File: config.mk
export PLATFORM = sky130hd
export DESIGN_NAME = alu_op_driver
export DESIGN_NICKNAME = d
export VERILOG_FILES = /design/src/rtl/alu_pkg.sv /design/src/rtl/sat_counter.sv /design/src/rtl/alu_op_driver.sv
export SDC_FILE = /design/constraint.sdc
export NUM_CORES = 1
export LEC_CHECK = 0
export CAP_MARGIN = 20
export CORE_MARGIN = 4
export CORE_UTILIZATION = 40
export CTS_CLUSTER_SIZE = 24
export DETAILED_ROUTE_END_ITERATION = 6
export DONT_BUFFER_PORTS = 1
export SYNTH_ARGS = -nofsm -noshare
export SYNTH_HDL_FRONTEND = slang
export SYNTH_HIERARCHICAL = 1
export SYNTH_SLANG_ARGS = --single-unit
File: constraint.sdc
create_clock -name clk -period 5.65 [get_ports clk]
set_input_delay 1.4125 -clock clk [delete_from_list [all_inputs] [get_ports clk]]
set_output_delay 1.4125 -clock clk [all_outputs]
set_load 0.005 [all_outputs]
File: src/rtl/alu_pkg.sv
// alu_pkg: shared definitions for the ALU operand driver.
//   op_e        - ALU opcodes as decoded by the registered 8-op ALU mux.
//   drv_state_e - driver FSM states; one op in flight at a time.
//   ALU_LAT     - ALU result latency in clocks (registered mux).
package alu_pkg;

   typedef enum logic [2:0] {
      OP_AND  = 3'd0,
      OP_SUB  = 3'd1,
      OP_ADD  = 3'd2,
      OP_SQA  = 3'd3,
      OP_SQB  = 3'd4,
      OP_MSKA = 3'd5,
      OP_ZERO = 3'd6,
      OP_ILL  = 3'd7
   } op_e;

   typedef enum logic [1:0] {
      IDLE  = 2'd0,
      ISSUE = 2'd1,
      WAIT  = 2'd2,
      RESP  = 2'd3
   } drv_state_e;

   localparam int ALU_LAT = 1;

endpackage

File: src/rtl/sat_counter.sv
// sat_counter: up-counter that sticks at all-ones instead of wrapping.
// Ports:
//   clk   - clock
//   rst   - asynchronous active-low reset, clears the count
//   inc   - increment by one (ignored once saturated)
//   clear - synchronous clear, has priority over inc
//   count - current value
module sat_counter #(
   parameter int CNT_W = 16
) (
   input  logic             clk,
   input  logic             rst,
   input  logic             inc,
   input  logic             clear,
   output logic [CNT_W-1:0] count
);

   function automatic logic [CNT_W-1:0] sat_inc(input logic [CNT_W-1:0] v);
      return (&v) ? v : v + 1'b1;
   endfunction

   always_ff @(posedge clk or negedge rst) begin
      if (!rst)
         count <= '0;
      else if (clear)
         count <= '0;
      else if (inc)
         count <= sat_inc(count);
   end

endmodule

File: src/rtl/alu_op_driver.sv
// alu_op_driver: initiator for the registered 8-op ALU mux.
// Takes one op request at a time, drives the ALU operands/select, captures
// the 1-clk-latency ALU result and returns it with its tag on a response
// port. Opcode 7 is illegal: its response carries rsp_err=1 and data 0.
// Ports:
//   clk, rst                 - clock, asynchronous active-low reset
//   req_valid/ready          - request handshake
//   req_op, req_a, req_b     - opcode and operands
//   req_tag                  - tag echoed on the response
//   alu_rst                  - sync active-high reset to the ALU
//   alu_sel, alu_a..alu_d    - ALU select and operands (c/d tied to 0)
//   alu_out                  - ALU registered result (DATA_W+1 bits)
//   rsp_valid/ready          - response handshake
//   rsp_data, rsp_tag, rsp_err - result, tag, illegal-op flag
//   op_count, err_count      - saturating completed-op / error counters
module alu_op_driver
   import alu_pkg::*;
#(
   parameter int DATA_W = 32,
   parameter int TAG_W  = 4,
   parameter int CNT_W  = 16
) (
   input  logic              clk,
   input  logic              rst,
   input  logic              req_valid,
   output logic              req_ready,
   input  logic [2:0]        req_op,
   input  logic [DATA_W-1:0] req_a,
   input  logic [DATA_W-1:0] req_b,
   input  logic [TAG_W-1:0]  req_tag,
   output logic              alu_rst,
   output logic [2:0]        alu_sel,
   output logic [DATA_W-1:0] alu_a,
   output logic [DATA_W-1:0] alu_b,
   output logic [DATA_W-1:0] alu_c,
   output logic [DATA_W-1:0] alu_d,
   input  logic [DATA_W:0]   alu_out,
   output logic              rsp_valid,
   input  logic              rsp_ready,
   output logic [DATA_W:0]   rsp_data,
   output logic [TAG_W-1:0]  rsp_tag,
   output logic              rsp_err,
   output logic [CNT_W-1:0]  op_count,
   output logic [CNT_W-1:0]  err_count
);

   drv_state_e       state;
   logic [TAG_W-1:0] tag_p0;
   logic             err_p0;
   logic             done;

   assign alu_c = '0;
   assign alu_d = '0;

   // alu_rst is a registered flag so the ALU sees its reset on the first
   // edge after release; requests are held off until it has dropped.
   assign req_ready = (state == IDLE) && !alu_rst;
   assign done      = (state == RESP) && rsp_ready;

   always_ff @(posedge clk or negedge rst) begin
      if (!rst) begin
         state     <= IDLE;
         alu_rst   <= 1'b1;
         alu_sel   <= '0;
         alu_a     <= '0;
         alu_b     <= '0;
         tag_p0    <= '0;
         err_p0    <= 1'b0;
         rsp_valid <= 1'b0;
         rsp_data  <= '0;
         rsp_tag   <= '0;
         rsp_err   <= 1'b0;
      end else begin
         alu_rst <= 1'b0;
         case (state)
            // request capture
            IDLE: begin
               if (req_valid && req_ready) begin
                  alu_sel <= req_op;
                  alu_a   <= req_a;
                  alu_b   <= req_b;
                  tag_p0  <= req_tag;
                  err_p0  <= (req_op == OP_ILL);
                  state   <= ISSUE;
               end
            end
            // ALU samples its operands on this edge
            ISSUE: state <= WAIT;
            // ALU result stable; illegal-op result is discarded
            WAIT: begin
               rsp_data  <= err_p0 ? '0 : alu_out;
               rsp_tag   <= tag_p0;
               rsp_err   <= err_p0;
               rsp_valid <= 1'b1;
               state     <= RESP;
            end
            // response held until accepted
            RESP: begin
               if (rsp_ready) begin
                  rsp_valid <= 1'b0;
                  state     <= IDLE;
               end
            end
         endcase
      end
   end

   sat_counter #(.CNT_W(CNT_W)) u_op_cnt (
      .clk   (clk),
      .rst   (rst),
      .inc   (done),
      .clear (1'b0),
      .count (op_count)
   );

   sat_counter #(.CNT_W(CNT_W)) u_err_cnt (
      .clk   (clk),
      .rst   (rst),
      .inc   (done && rsp_err),
      .clear (1'b0),
      .count (err_count)
   );

endmodule

==> reports/summary.txt <==
gr ovfl total: 0
Synth Warn #: 6
CTS Sinks: 146
crit-path max cell delay: 0.72 ns
CTS-repair resized insts: 0
Mean Syn Cell Area: 12.1 sq um
TritonRoute pass-1 iters: 4
min cycle time layout: 2.75 ns
startpoint types: primary input
main combinational cell family by area after synthesis: multiplexers
Highest Clock Rate: 0.363 GHz
starting density of the core: 41.0%
worst reg2reg setup slack: 3.15 ns
DIE AREA: 20000 sq um
HP Class: reg2reg
die height: 141 microns
Crit. End Element: flip-flop
cell mode on critical path: buf_4
initial antenna violation count: 0
type of the worst setup path: in2reg
top cells by count, synth: 145 x dfrtp_1, 68 x mux2_4, 65 x buf_4
critical path arrival: 3.04 ns
layout cells sized above 1: 20.7%
simple-gate area share of the yosys netlist: 11.8%
# nets final: 700
Post-synth top flop: dfrtp_1
largest net degree at the start of global routing: 147
critical path, cell by cell: nand3b_1, buf_4, buf_4, mux2_2
PortBufs: 0
die width: 141 microns
relative slew slack: 41.9%
number of routed nets with antenna violations: 0
drc violations: 0
post-synthesis cell count: 590
I/O pin cnt: 312
aggregate routed wire length: 16.1 mm
Leakage: 3.52 nW
worst path bufs/invs: 2
mux share of post-synthesis cell area: 16.4%
Seq/Total Area, Yosys: 51.3%
Area after DPL: 6970 sq um
clk_skew: 0.0132 ns
H-tree lvl count: 4
hold buffer count at cts: 0
area delta synth->final: 6.31%
site row count: 48
ANT cells: 0
Pwr Density: 510 nW/um^2
Wirelength per Cell: 19.5 microns
post-synth top area cell: dfrtp_1
global-route wire length before repair: 24.4 mm
1st-iter DRT viols: 219
final hold vios: 0
adder-cell share of the synthesized area: 0.878%
GPL Wtd Cong: 0.818
status: completed
DR vias: 4231
Slew Viols, Final: 0
CTS tree: built
worst vdd ir: 0.270 mV
Skew-Pair Late Insertion Delay: 0.41 ns
post-synthesis xor/xnor area fraction: 0.246%
Syn Std Cell Area: 7120 sq um
clk root buf: clkbuf_16
final instance area: 7570 sq um
CP max stage cell: buf_4
setup violators final: 0
Inserted Clock Buffers: 17
RSZ-0062 raised after global routing: no
Yosys top cell area share: 50.9%
postcts setup bufs: 0
CP top delay family: buffers and inverters
largest fanout on the critical path: 49
core area: 17400 sq um
Post-synth EDFFs: 0
dominant cells by area after synthesis: dfrtp_1 51%, mux2_4 14%, buf_4 6.9%
Worst-Margin Slew: 0.871 ns
CTS max path bufs: 2
Required @ worst endpoint: 5.94 ns
Netlist cell types: 47
maxcap violations: 0
most frequent cell after synthesis: dfrtp_1
final period utilization: 48.7%
HPWL after DPL: 11.7 mm
Async SR Flop Fraction: 100%
post-synthesis register bit count: 146
vias in the first global route: 4273
Clk pin slew, worst setup/hold paths: 0.06 ns
Compound-Gate Fraction of Synth Area: 7.15%
gr usage total: 15.5%
Final TNS setup: 0 ns
number of vias per cell: 5.13
## cell families after synthesis
logic type               after synthesis
multiplexers                          81
AND/OR/NAND/NOR                      137
XOR/XNOR                               2
AO/OA/AOI/OAI                         85
adder cells (fa/ha/maj)                5
other                                  1
flip-flops                           146
buffers and inverters                133
## cell usage in the layout (no fill, tap or decap), types with 3 or more instances in the layout
master,n
dfrtp_1,145
mux2_4,68
conb_1,67
inv_1,42
o21ai_0,40
nand3b_1,30
a21oi_1,23
nand2_1,19
clkbuf_16,17
nor2_1,13
mux2_2,11
nand4_1,10
nor3_1,10
nand3_1,9
or3_1,8
or4_1,8
o31ai_1,6
nor4_1,6
and3_1,5
nor2b_1,4
ha_1,4
o41ai_1,4
inv_8,3
inv_6,3
clkinv_4,3
buf_4,3
## final timing paths
kind | start | to | depth (start not counted)
max | req_valid | alu_a[10]$_DFFE_PN0P_ | 4
min | tag_p0[3]$_DFFE_PN0P_ | tag_p0[3]$_DFFE_PN0P_ | 1
max reg2reg | state[0]$_DFFE_PN0P_ | alu_a[10]$_DFFE_PN0P_ | 6
min reg2reg | tag_p0[3]$_DFFE_PN0P_ | tag_p0[3]$_DFFE_PN0P_ | 1
max in group asynchronous | rst | alu_rst$_DFF_PN1_ | 0
min in group asynchronous | rst | u_err_cnt/count[14]$_DFFE_PN0P_ | 0
## layer usage
metal | wire length (microns) | vias up | global-route usage (%)
met4 | 213 | 0 | 4.95
met1 | 5950 | 2053 | 16.7
met5 | 0 | - | 0
met2 | 8080 | 232 | 26.5
li1 | - | 1924 | -
met3 | 1850 | 22 | 8.16
## where the power goes
group | internal [mW] | switching [mW]
clock network | 0.677 | 0.476
registers | 1.46 | 0.404
logic | 0.532 | 0.314
total | 2.67 | 1.19
## through the flow
| step | hold slack [ns] | std cells | setup WS [ns] | utilization [%] | power, mW |
|---|---|---|---|---|---|
| final | 0.506 | 825 | 2.90 | 43.6 | 3.86 |
| after global routing | 0.532 | 825 | 2.83 | 43.6 | 4.08 |
| after floorplan | 0.476 | 656 | 2.87 | - | 2.55 |
| after CTS | 0.511 | 825 | 2.88 | 43.6 | 3.92 |
| after global placement | 0.494 | 793 | 2.53 | 40.1 | 2.69 |
| after detailed placement | 0.497 | 793 | 2.47 | 40.1 | 2.74 |
## registers in the layout, indices dropped and copies added, names as in the netlist, 2 cells and up
signal           cells
state                2
alu_a               32
alu_sel              3
rsp_data            33
u_op_cnt/count      16
rsp_tag              4
tag_p0               4
alu_b               32
u_err_cnt/count     16
## final cells by class
class / instances / area [sq um]
fillers: 1617 / 9780
flip-flops and latches: 146 / 3650
multi-input cells: 377 / 2850
clock buffers: 18 / 439
well taps: 225 / 282
clock inverters: 14 / 166
inverters: 42 / 158
repair buffers: 3 / 22.5
Note: power is estimated with default switching activity, not from simulation.
